--- src/rtl/i2c_pwm_pkg.sv ---
// ----------------------------------------------------------------------------
// i2c_pwm_pkg
// Shared definitions for the I2C-controlled PWM duty register block.
//   state_t               : protocol states of the I2C slave FSM
//   I2C_PWM_NUM_CH_MAX    : largest channel count the pointer decode supports
//   I2C_PWM_DEFAULT_ADDR  : default 7-bit slave address
//   byte_t                : one I2C data byte
// Optional build macro used by the top level: I2C_PWM_SHADOW_EN
// ----------------------------------------------------------------------------
package i2c_pwm_pkg;

   localparam int I2C_PWM_NUM_CH_MAX = 16;
   localparam logic [6:0] I2C_PWM_DEFAULT_ADDR = 7'h42;

   typedef logic [7:0] byte_t;

   typedef enum logic [3:0] {
      ST_IDLE,
      ST_ADDR,
      ST_ADDR_ACK,
      ST_REG,
      ST_REG_ACK,
      ST_WDATA,
      ST_WACK,
      ST_RDATA,
      ST_RACK,
      ST_IGNORE
   } state_t;

endpackage

--- src/rtl/i2c_bus_sync.sv ---
// ----------------------------------------------------------------------------
// i2c_bus_sync
// Brings the asynchronous SCL/SDA pins into the clk domain and derives the
// bus events the slave FSM works from.
// Ports:
//   clk, rst_n  : system clock, asynchronous active-low reset
//   scl_i/sda_i : raw bus pins
//   scl_rise    : one-clk pulse on a synchronized SCL rising edge
//   scl_fall    : one-clk pulse on a synchronized SCL falling edge
//   start_det   : one-clk pulse when SDA falls while SCL is high
//   stop_det    : one-clk pulse when SDA rises while SCL is high
//   sda_s       : synchronized SDA level
// ----------------------------------------------------------------------------
module i2c_bus_sync (
   input  logic clk,
   input  logic rst_n,
   input  logic scl_i,
   input  logic sda_i,
   output logic scl_rise,
   output logic scl_fall,
   output logic start_det,
   output logic stop_det,
   output logic sda_s
);

   logic [1:0] sclSync;
   logic [1:0] sdaSync;
   logic       sclPrev;
   logic       sdaPrev;
   logic       sclS;

   // Two flops per pin for metastability, then one more flop of history so
   // edges can be seen. Everything resets to the idle-bus level (high) so
   // leaving reset never looks like a START, STOP or SCL edge.
   always_ff @(posedge clk or negedge rst_n) begin
      if (!rst_n) begin
         sclSync <= 2'b11;
         sdaSync <= 2'b11;
         sclPrev <= 1'b1;
         sdaPrev <= 1'b1;
      end else begin
         sclSync <= {sclSync[0], scl_i};
         sdaSync <= {sdaSync[0], sda_i};
         sclPrev <= sclSync[1];
         sdaPrev <= sdaSync[1];
      end
   end

   // START/STOP require SCL to have been high on both samples so that an
   // SDA change made right at an SCL edge is never mistaken for a condition.
   always_comb begin
      sclS      = sclSync[1];
      sda_s     = sdaSync[1];
      scl_rise  = sclS & ~sclPrev;
      scl_fall  = ~sclS & sclPrev;
      start_det = sclS & sclPrev & sdaPrev & ~sda_s;
      stop_det  = sclS & sclPrev & ~sdaPrev & sda_s;
   end

endmodule

--- src/rtl/i2c_pwm_regs.sv ---
// ----------------------------------------------------------------------------
// i2c_pwm_regs
// I2C slave holding one duty byte per LED PWM channel. A write transaction
// sends a pointer byte followed by data bytes (pointer auto-increments with
// wrap); a read transaction returns bytes from the current pointer.
// Parameters:
//   I2C_ADDR : 7-bit slave address
//   NUM_CH   : number of duty registers (power of two, 2..16)
//   DUTY_W   : duty register width, must be 8
// Ports:
//   clk, rst_n : system clock, asynchronous active-low reset
//   scl_i      : SCL pin input
//   sda_i      : SDA pin input
//   sda_oe     : 1 pulls SDA low, 0 releases it
//   duty       : channel n at bits [n*8+7 : n*8]
//   update     : one-clk pulse whenever duty changes
//   busy       : high from the address ACK until the next START/STOP
// Build option I2C_PWM_SHADOW_EN: writes land in a shadow bank and are
// committed to duty together on STOP. Without it each byte goes straight
// to duty.
// ----------------------------------------------------------------------------
module i2c_pwm_regs
   import i2c_pwm_pkg::*;
#(
   parameter logic [6:0] I2C_ADDR = I2C_PWM_DEFAULT_ADDR,
   parameter int         NUM_CH   = 8,
   parameter int         DUTY_W   = 8
) (
   input  logic                     clk,
   input  logic                     rst_n,
   input  logic                     scl_i,
   input  logic                     sda_i,
   output logic                     sda_oe,
   output logic [NUM_CH*DUTY_W-1:0] duty,
   output logic                     update,
   output logic                     busy
);

   localparam int    PTR_W    = $clog2(NUM_CH);
   localparam byte_t NUM_CH_B = byte_t'(NUM_CH);

   logic scl_rise;
   logic scl_fall;
   logic start_det;
   logic stop_det;
   logic sda_s;

   state_t           state;
   logic [3:0]       bitCnt;
   byte_t            shiftReg;
   logic [PTR_W-1:0] ptr;
   logic [PTR_W-1:0] ptrNext;
   logic             rwBit;
   byte_t            rxByte;
   byte_t            dutyReg [NUM_CH];

`ifdef I2C_PWM_SHADOW_EN
   byte_t            shadow [NUM_CH];
   logic             dirty;
`endif

   i2c_bus_sync u_sync (
      .clk       (clk),
      .rst_n     (rst_n),
      .scl_i     (scl_i),
      .sda_i     (sda_i),
      .scl_rise  (scl_rise),
      .scl_fall  (scl_fall),
      .start_det (start_det),
      .stop_det  (stop_det),
      .sda_s     (sda_s)
   );

   // The byte as it will look once the bit now on SDA is shifted in, and the
   // pointer value used when a write or read moves on to the next channel
   // (wraps naturally because NUM_CH is a power of two).
   always_comb begin
      rxByte  = {shiftReg[6:0], sda_s};
      ptrNext = ptr + PTR_W'(1);
   end

   // Flatten the register bank onto the duty bus feeding the PWM channels.
   for (genvar n = 0; n < NUM_CH; n++) begin : g_duty
      assign duty[n*DUTY_W +: DUTY_W] = dutyReg[n];
   end

   // Protocol FSM. STOP and START override whatever is in progress, so a
   // partially received byte is simply dropped. Bits are taken on SCL rising
   // edges; sda_oe only moves on SCL falling edges so SDA is stable while SCL
   // is high. The ACK states use sda_oe itself to tell the falling edge that
   // starts the ACK bit from the one that ends it. In the read path bitCnt
   // counts bits sent, and in RACK it marks that the master's ACK was seen.
   always_ff @(posedge clk or negedge rst_n) begin
      if (!rst_n) begin
         state    <= ST_IDLE;
         bitCnt   <= '0;
         shiftReg <= '0;
         ptr      <= '0;
         rwBit    <= 1'b0;
         sda_oe   <= 1'b0;
         busy     <= 1'b0;
         update   <= 1'b0;
         for (int i = 0; i < NUM_CH; i++) begin
            dutyReg[i] <= '0;
         end
`ifdef I2C_PWM_SHADOW_EN
         for (int i = 0; i < NUM_CH; i++) begin
            shadow[i] <= '0;
         end
         dirty    <= 1'b0;
`endif
      end else begin
         update <= 1'b0;
         if (stop_det) begin
            state  <= ST_IDLE;
            bitCnt <= '0;
            sda_oe <= 1'b0;
            busy   <= 1'b0;
`ifdef I2C_PWM_SHADOW_EN
            if (dirty) begin
               for (int i = 0; i < NUM_CH; i++) begin
                  dutyReg[i] <= shadow[i];
               end
               update <= 1'b1;
               dirty  <= 1'b0;
            end
`endif
         end else if (start_det) begin
            state  <= ST_ADDR;
            bitCnt <= '0;
            sda_oe <= 1'b0;
            busy   <= 1'b0;
`ifdef I2C_PWM_SHADOW_EN
            if (state == ST_IDLE) begin
               for (int i = 0; i < NUM_CH; i++) begin
                  shadow[i] <= dutyReg[i];
               end
               dirty <= 1'b0;
            end
`endif
         end else begin
            case (state)
               ST_ADDR: begin
                  if (scl_rise) begin
                     shiftReg <= rxByte;
                     bitCnt   <= bitCnt + 4'd1;
                     if (bitCnt == 4'd7) begin
                        bitCnt <= '0;
                        rwBit  <= rxByte[0];
                        state  <= (rxByte[7:1] == I2C_ADDR) ? ST_ADDR_ACK : ST_IGNORE;
                     end
                  end
               end

               ST_ADDR_ACK: begin
                  if (scl_fall) begin
                     if (!sda_oe) begin
                        sda_oe <= 1'b1;
                        busy   <= 1'b1;
                     end else if (rwBit) begin
                        shiftReg <= dutyReg[ptr];
                        sda_oe   <= ~dutyReg[ptr][7];
                        bitCnt   <= '0;
                        state    <= ST_RDATA;
                     end else begin
                        sda_oe <= 1'b0;
                        bitCnt <= '0;
                        state  <= ST_REG;
                     end
                  end
               end

               ST_REG: begin
                  if (scl_rise) begin
                     shiftReg <= rxByte;
                     bitCnt   <= bitCnt + 4'd1;
                     if (bitCnt == 4'd7) begin
                        bitCnt <= '0;
                        if (rxByte < NUM_CH_B) begin
                           ptr   <= rxByte[PTR_W-1:0];
                           state <= ST_REG_ACK;
                        end else begin
                           state <= ST_IGNORE;
                        end
                     end
                  end
               end

               ST_REG_ACK: begin
                  if (scl_fall) begin
                     if (!sda_oe) begin
                        sda_oe <= 1'b1;
                     end else begin
                        sda_oe <= 1'b0;
                        bitCnt <= '0;
                        state  <= ST_WDATA;
                     end
                  end
               end

               ST_WDATA: begin
                  if (scl_rise) begin
                     shiftReg <= rxByte;
                     bitCnt   <= bitCnt + 4'd1;
                     if (bitCnt == 4'd7) begin
                        bitCnt <= '0;
                        state  <= ST_WACK;
`ifdef I2C_PWM_SHADOW_EN
                        shadow[ptr] <= rxByte;
                        dirty       <= 1'b1;
`else
                        dutyReg[ptr] <= rxByte;
                        update       <= 1'b1;
`endif
                     end
                  end
               end

               ST_WACK: begin
                  if (scl_fall) begin
                     if (!sda_oe) begin
                        sda_oe <= 1'b1;
                     end else begin
                        sda_oe <= 1'b0;
                        ptr    <= ptrNext;
                        bitCnt <= '0;
                        state  <= ST_WDATA;
                     end
                  end
               end

               ST_RDATA: begin
                  if (scl_rise) begin
                     bitCnt <= bitCnt + 4'd1;
                  end else if (scl_fall) begin
                     if (bitCnt == 4'd8) begin
                        sda_oe <= 1'b0;
                        bitCnt <= '0;
                        state  <= ST_RACK;
                     end else begin
                        shiftReg <= {shiftReg[6:0], 1'b0};
                        sda_oe   <= ~shiftReg[6];
                     end
                  end
               end

               ST_RACK: begin
                  if (scl_rise) begin
                     if (sda_s) begin
                        state <= ST_IGNORE;
                     end else begin
                        bitCnt <= 4'd1;
                     end
                  end else if (scl_fall && bitCnt == 4'd1) begin
                     ptr      <= ptrNext;
                     shiftReg <= dutyReg[ptrNext];
                     sda_oe   <= ~dutyReg[ptrNext][7];
                     bitCnt   <= '0;
                     state    <= ST_RDATA;
                  end
               end

               ST_IGNORE: begin
                  sda_oe <= 1'b0;
               end

               default: begin
                  sda_oe <= 1'b0;
                  state  <= ST_IDLE;
               end
            endcase
         end
      end
   end

endmodule

--- config.mk ---
export PLATFORM = sky130hd
export DESIGN_NAME = i2c_pwm_regs
export DESIGN_NICKNAME = d
export VERILOG_FILES = /design/src/rtl/i2c_pwm_pkg.sv /design/src/rtl/i2c_bus_sync.sv /design/src/rtl/i2c_pwm_regs.sv
export SDC_FILE = /design/constraint.sdc
export NUM_CORES = 1
export LEC_CHECK = 0
export ABC_AREA = 1
export CORE_MARGIN = 1.5
export CORE_UTILIZATION = 48
export DETAILED_ROUTE_END_ITERATION = 10
export GPL_ROUTABILITY_DRIVEN = 1
export PLACE_DENSITY = 0.71
export SLEW_MARGIN = 15
export SYNTH_ARGS = -nofsm -noshare
export SYNTH_HDL_FRONTEND = slang
export SYNTH_SLANG_ARGS = --single-unit
--- constraint.sdc ---
create_clock -name clk -period 2.7 [get_ports clk]
set_input_delay 0.27 -clock clk [delete_from_list [all_inputs] [get_ports clk]]
set_output_delay 0.27 -clock clk [all_outputs]
set_load 0.05 [all_outputs]
==> results of run 1 <==
## worst max-delay path: cells and delay by family (launching register included)
| kind | cells | cell delay, ns |
|---|---|---|
| simple gates | 5 | 1.41 |
| flops | 1 | 0.58 |
| buf+inv | 1 | 0.15 |
| compound gates | 1 | 0.09 |
## per-stage QoR
step	cells	worst slack (ns)
finish	1064	0.341
global route	1064	0.103
CTS	1064	0.287
detailed placement	1047	0.298
global placement	1047	0.463
floorplan	850	0.723
## kinds of logic after synthesis
kind of cell	after synthesis
AND/OR/NAND/NOR	522
buffers and inverters	95
AO/OA/AOI/OAI	132
XOR/XNOR	2
flip-flops	92
adder cells (fa/ha/maj)	7
## cells in the mapped netlist, types with 2 or more instances
library cell	n
nand2_1	373
nand4_1	7
clkinv_1	2
dfrtp_1	86
nor2_1	61
clkbuf_1	27
o21ai_0	106
nor3_1	2
or2_2	2
dfstp_2	6
a31oi_1	2
ha_1	7
buf_2	7
a21oi_1	4
o211ai_1	17
inv_1	57
nand3b_1	3
nand3_1	73
## flip-flops by register name, summed over array words and instances, names as in the netlist
name	flops
sda_oe	1
u_sync.sclSync	2
update	1
u_sync.sclPrev	1
bitCnt	4
u_sync.sdaPrev	1
busy	1
state	4
u_sync.sdaSync	2
rwBit	1
ptr	3
duty	64
shiftReg	7
## area by class of cell
cell class	instances	area (um2)
sequential	92	2310
inverter	59	221
clock buffer	11	253
clock inverter	5	35.0
timing repair buffer	91	883
tap	143	179
multi-input combinational	663	2920
fill	1063	4560
## path summary, 6_finish.rpt
check	to	slack [ns]	cells past startpoint
max	duty[20]	0.34	7
min	u_sync.sclSync[0]	0.32	1
max reg2reg	duty[20]	0.34	7
min reg2reg	u_sync.sclSync[1]	0.36	0
max in group asynchronous	duty[11]	1.56	3
min in group asynchronous	duty[29]	0.46	2
## layer usage
metal	GRT usage, %	vias up	part of all wire, %
met5	0	-	0
li1	-	2869	-
met2	46.0	279	44
met3	5.36	25	9.4
met1	46.6	2837	44
met4	9.49	0	1.8
## power by group
part | leakage, nW | total, mW | switching (mW) | internal (mW)
combinational | 1.83 | 2.01 | 1.44 | 0.564
clock | 0.142 | 1.23 | 0.556 | 0.677
sequential | 1.25 | 1.65 | 0.165 | 1.49
total | 3.23 | 4.89 | 2.16 | 2.73
## timing repair
item                                   4_1_cts  5_1_grt
setup endpoints to repair                    0        1
hold buffers                                 1        0
gates resized for setup                      0        1
endpoints found under the hold margin       40        0
==> impl_metrics.ini, run 1 <==
[pwr]
pwr_density_cell_nw_per_um2 = 719
power.leakage_nw = 3.23
finalPower_mw = 4.89
irDropWorstVdd_v = 0.000465

[finish]
drive_above_1_share_pct = 5.21
final_area_um2 = 6810
syn_to_final_growth_pct = 21.7
final_common_cell = nand2_1
layout.nets = 927
final_core_utilization_pct = 59.9
final_cell_mix = 373 x nand2_1, 106 x o21ai_0, 85 x dfrtp_1, 72 x nand3_1, 69 x clkdlybuf4s50_1
diodes = 0

[floorplan]
fp.dieH_um = 111
coreArea_um2 = 11400
die_area_um2 = 12300
rows = 39
chipWidth_um = 111
initial_utilization_pct = 49.2
io_pins = 71

[global_route]
grt_pass1_wl_um = 29800
grt_max_degree = 94
grt_pass1_vias = 5378
overflow = 0
grt_usage_pct = 31.1
antenna_found_initial = 0

[synth]
synth-xor-area-share_pct = 0.313
synth_edf_count = 0
avgSynthCellArea_um2 = 6.58
async_flop_share_pct = 100
ys_types = 26
yosysTopAreaCell = dfrtp_1
yosysTopAreaCellShare_pct = 38.5
ys_ff_latch = 92
synthMuxAreaShare_pct = 0
synthesis.area_um2 = 5590
seq_area_frac_synth_pct = 41.3
synth_compound_area_share_pct = 12.7
yosys.area_share.adder_pct = 1.57
ys_warn_count = 0
synth_fp_nets = 861
ys.flop_type = dfrtp_1
synth_top_family_by_area = simple AND/OR/NAND/NOR gates
ys_top_cells_by_area = dfrtp_1 38%, nand2_1 25%, o21ai_0 9.5%
synth-simple-area-share_pct = 37.6
synthCells = 850

[run]
max-cap-violations = 0

[timing]
finalSetupTns_ns = 0
holdWs_ns = 0.324
skew_ns = 0.00426
min_period_ns = 2.36
fmax_ghz = 0.424
rsz0062_at_grt = false
slew_viol_final = 0
slew_headroom_pct = 55.4
period_share_pct = 87.4
setup_viol_count_final = 0
finalHoldViolations = 0
tightest_slew_ns = 0.666

[setup_path]
arrival_ns = 2.58
reg2reg_from = u_sync.sdaSync[1]
critPathRequiredTime_ns = 2.92
cp_slowest_stage_delay_ns = 0.58
crit_fanout = 16
critPathLaunch = u_sync.sdaSync[1]
endpoint_kind = flop
path_cells = inv_1, nand3_1, nand2_1, nor3b_4, nand2_1, nand2_1, o21ai_0
crit_path_frequent_cell = nand2_1
slowest_stage = dfstp_2
cp-start-kind = flop
worstSetupPathType = reg -> reg

[clock_network]
cts_tree = done
post-cts-setup-buffer-count = 0
root_buffer = clkbuf_16
clock_latency_ns = 0.35
max-clock-path-buffers = 2
clk_pin_slew_worst_paths_ns = 0.07
cts.sinks = 92
cts_buffers = 9
htree_num_levels = 3

[place]
io_buffers = 70
detailed_place_hpwl_um = 14000
gp_congestion = 0.932
placed_area_um2 = 6500

[drt]
drcViolationCount = 0
wl_per_cell_um = 17.7
vias_per_cell = 5.65
routed_wirelength_um = 18800
first_pass_iters = 5
ant_nets = 0
vias = 6010
initialDrtViolationCount = 719

[hold_path]
hp-class = in -> reg
min_from = scl_i

[status]
status = finished clean
Note: power is estimated with default switching activity, not from simulation.
==> run 2: changes to the inputs <==
clock period = 2.77 ns   (was 2.7 ns; I/O delays follow)
==> run 2 against run 1 <==
Effect of this change:
- final cell count fell by 0.47%
- clock-buffer cell count fell by 2
- global-route usage fell by 0.063 points
- via count fell by 0.75%
- critical path type unchanged
- critical endpoint is now duty[63]
- largest cell class unchanged
- largest power group unchanged
==> impl_metrics.ini, run 2 (synthesis results as in run 1) <==
[finish]
layout.nets = 922
drive_above_1_share_pct = 4.59
largest_reg_flops = 64
diodes = 0
syn_to_final_growth_pct = 20.6
final_area_um2 = 6750
final_common_cell = nand2_1
final_cell_mix = 373 x nand2_1, 106 x o21ai_0, 85 x dfrtp_1, 73 x nand3_1, 69 x clkdlybuf4s50_1
finalNonFillerCells = 1059

[floorplan]
fp.dieH_um = 111
die_area_um2 = 12300
io_pins = 71
rows = 39
chipWidth_um = 111
coreArea_um2 = 11400
initial_utilization_pct = 49.2

[drt]
routed_wirelength_um = 18700
first_pass_iters = 6
vias = 5965
drcViolationCount = 0
met1_length_um = 8990
wl_per_cell_um = 17.7
ant_nets = 0
wl_met2_um = 7830
top_layer = met4
wl_met3_um = 1600
initialDrtViolationCount = 793
vias_per_cell = 5.63

[hold_path]
hp-class = in -> reg

[setup_path]
arrival_ns = 2.82
cp-start-kind = flop
critPathRequiredTime_ns = 3.02
rrSetupSlack_ns = 0.20
worstSetupPathType = reg -> reg
crit_fanout = 16
endpoint_kind = flop

[place]
io_buffers = 70
placed_area_um2 = 6450
detailed_place_hpwl_um = 13900
dp_cells = 1042
gp_congestion = 0.961

[clock_network]
htree_num_levels = 3
max-clock-path-buffers = 2
post_cts_resized = 0
root_buffer = clkbuf_16
cts_buffers = 9
cts.sinks = 92
clock_latency_ns = 0.35
clk_pin_slew_worst_paths_ns = 0.07
cts_tree = done

[timing]
slew_viol_final = 0
setup_viol_count_final = 0
tightest_slew_ns = 0.891
finalSetupTns_ns = 0
min_period_ns = 2.57
finalHoldViolations = 0
skew_ns = 0.00952
slew_headroom_pct = 40.5
rsz0062_at_grt = false
period_share_pct = 92.8
fmax_ghz = 0.389

[global_route]
grt_pass1_vias = 5408
grt_pass1_wl_um = 29900
grt_usage_pct = 31.0
grt_max_degree = 53
antenna_found_initial = 0
overflow = 0

[pwr]
power.leakage_nw = 3.19
pwr_density_cell_nw_per_um2 = 705
irDropWorstVdd_v = 0.000363

[run]
max-cap-violations = 0

[status]
status = finished clean
[run 2: layout make-up]
type                       count  area (um2)
fill                        1080        4620
tap                          143         179
clock inverter                 7        60.1
sequential                    92        2310
timing repair buffer          86         833
clock buffer                   9         225
inverter                      59         221
multi-input combinational    663        2920
[run 2: critical path, stage by stage (launching register included)]
cell	delay [ns]
dfstp_2	0.58
inv_1	0.22
nand3_1	0.20
nand2_1	0.20
nor3b_4	0.44
nand3_1	0.48
o21ai_0	0.34
[run 2: path summary, 6_finish.rpt]
check	start	to	cells past startpoint
worst max-delay path	u_sync.sdaSync[1]	duty[63]	6
worst max register to register	u_sync.sdaSync[1]	duty[63]	6
worst min-delay path	scl_i	u_sync.sclSync[0]	1
max in group asynchronous	rst_n	state[0]	3
worst min register to register	u_sync.sclSync[0]	u_sync.sclSync[1]	0
min in group asynchronous	rst_n	duty[26]	2
[run 2: layer usage]
layer / up-vias / global-route usage, %
met5: - / 0
li1: 2848 / -
met3: 25 / 6.45
met1: 2812 / 48.6
met4: 0 / 8.80
met2: 280 / 42.9
[run 2: report_power, final]
part,leakage [nW],switching [mW],internal [mW]
registers,1.25,0.157,1.45
logic,1.81,1.43,0.531
clock network,0.131,0.575,0.623
total,3.19,2.16,2.60
[run 2: timing repair]
item | in CTS | in global routing
buffers inserted | 0 | 0
hold buffers | 1 | 0
setup endpoints to repair | 0 | 0
hold endpoints to repair | 38 | 0
[run 2: through the flow]
step | hold WS [ns] | total power, mW | utilization [%] | worst slack [ns]
2_1_floorplan | -0.0186 | 2.89 | - | 0.793
3_3_place_gp | 0.311 | 3.52 | 56.8 | 0.421
3_5_place_dp | 0.312 | 3.52 | 56.8 | 0.273
4_1_cts | 0.329 | 4.72 | 59.3 | 0.211
5_1_grt | 0.326 | 5.04 | 59.3 | 0.0144
6_report | 0.333 | 4.76 | 59.3 | 0.200
==> run 3: changes to the inputs <==
SKIP_CTS_REPAIR_TIMING = 1   (was not set)
==> run 3 against run 2 <==
Effect of this change:
- final cell count unchanged
- non-clock buffer count unchanged
- utilization unchanged
- first-iteration DRC count unchanged
- register-to-register slack about the same
- clock power about the same
- largest cell class unchanged
- critical path depth unchanged
- sequential share of layout area unchanged
- via count decreased by 0.45%
- critical path type unchanged
- highest routed layer unchanged
- wire length about the same
- flip-flop and latch count unchanged
- critical endpoint unchanged
==> impl_metrics.ini, run 3 (synthesis results as in run 1) <==
[status]
status = finished clean

[clock_network]
max-clock-path-buffers = 2
root_buffer = clkbuf_16
cts_buffers = 9
cts.sinks = 92
clk_pin_slew_worst_paths_ns = 0.07
cts_tree = done
htree_num_levels = 3
clock_latency_ns = 0.35

[place]
placed_area_um2 = 6450
io_buffers = 70
detailed_place_hpwl_um = 13900
gp_congestion = 0.961
pre_cts_ws_ns = 0.273

[pwr]
pwr_density_cell_nw_per_um2 = 706
power.leakage_nw = 3.19
clkPwrFrac_pct = 25.2
p_int_mw = 2.60
p_switching_mw = 2.16
switching_share_pct = 45.4
finalPower_mw = 4.76
combPwrFrac_pct = 41.1
irDropWorstVdd_v = 0.000363
seq_power_share_pct = 33.7

[hold_path]
hold_depth = 1
min_to = u_sync.sclSync[0]
min_from = scl_i
hp-class = in -> reg

[timing]
min_period_ns = 2.57
rsz0062_at_grt = false
slew_viol_final = 0
skew_ns = 0.00875
holdWs_ns = 0.332
period_share_pct = 92.8
tightest_slew_ns = 0.894
slew_headroom_pct = 40.3
setup_slack_ns = 0.200
setup_viol_count_final = 0
finalHoldViolations = 0
finalSetupTns_ns = 0
fmax_ghz = 0.389

[setup_path]
slowest_stage = dfstp_2
critPathRequiredTime_ns = 3.02
ff2ff_path_depth = 6
crit_path_frequent_cell = nand3_1
worstSetupPathType = reg -> reg
cp_slowest_stage_delay_ns = 0.58
rrSetupSlack_ns = 0.20
arrival_ns = 2.82
crit_fanout = 16
endpoint_kind = flop
cp_num_buf_inv = 1
critPathTopFamily = simple AND/OR/NAND/NOR gates
cp-start-kind = flop
path_cells = inv_1, nand3_1, nand2_1, nor3b_4, nand3_1, o21ai_0
reg2reg_from = u_sync.sdaSync[1]
timing.rr.end = duty[63]

[floorplan]
coreArea_um2 = 11400
fp.dieH_um = 111
chipWidth_um = 111
die_area_um2 = 12300
initial_utilization_pct = 49.2
rows = 39
io_pins = 71

[drt]
drcViolationCount = 0
initialDrtViolationCount = 793
vias = 5938
vias_per_cell = 5.61
ant_nets = 0
first_pass_iters = 5
routed_wirelength_um = 18700
wl_per_cell_um = 17.7

[finish]
drive_above_1_share_pct = 4.59
final_common_cell = nand2_1
syn_to_final_growth_pct = 20.6
largest_reg_flops = 64
layout.nets = 922
final_area_um2 = 6750
final_cell_mix = 373 x nand2_1, 106 x o21ai_0, 85 x dfrtp_1, 73 x nand3_1, 69 x clkdlybuf4s50_1
diodes = 0

[global_route]
grt_pass1_wl_um = 29900
overflow = 0
antenna_found_initial = 0
grt_max_degree = 53
grt_usage_pct = 31.0
grt_pass1_vias = 5398

[run]
max-cap-violations = 0
[run 3: cell counts in the layout (fill, tap and decap cells not counted)]
Identical to the previous run, type by type.
[run 3: through the flow]
stage / std cells / utilization, %
2_1_floorplan: 850 / -
3_3_place_gp: 1042 / 56.8
3_5_place_dp: 1042 / 56.8
4_1_cts: 1058 / 59.3
5_1_grt: 1059 / 59.3
6_report: 1059 / 59.3
[run 3: worst max path at each step]
stage / depth (start not counted) / startpoint / to / slack, ns
after global routing: 6 / u_sync.sdaSync[1] / duty[63] / 0.01
after global placement: 7 / bitCnt[0] / duty[56] / 0.42
final: 6 / u_sync.sdaSync[1] / duty[63] / 0.20
after CTS: 6 / u_sync.sdaSync[1] / duty[63] / 0.21
after detailed placement: 6 / u_sync.sdaSync[1] / duty[60] / 0.27
after floorplan: 8 / u_sync.sclSync[1] / duty[39] / 0.79
[run 3: final cells by class]
cell class | count | area [um2]
multi-input cells | 663 | 2920
clock buffers | 9 | 225
flip-flops and latches | 92 | 2310
repair buffers | 86 | 833
clock inverters | 7 | 60.1
well taps | 143 | 179
inverters | 59 | 221
fillers | 1080 | 4620
[run 3: power by group through the flow]
stage	Clock, mW	Sequential [mW]	Combinational (mW)
after floorplan	0	1.55	1.34
after global placement	0	1.62	1.90
after CTS	1.21	1.60	1.91
after global routing	1.27	1.62	2.15
after detailed placement	0	1.62	1.90
final	1.20	1.61	1.96
[run 3: layer usage]
layer | GRT usage (%) | wire [um] | share of wire [%]
met3 | 6.45 | 1510 | 8.0
met5 | 0 | 0 | 0
met4 | 8.80 | 269 | 1.4
met1 | 48.6 | 9060 | 48
met2 | 42.8 | 7880 | 42
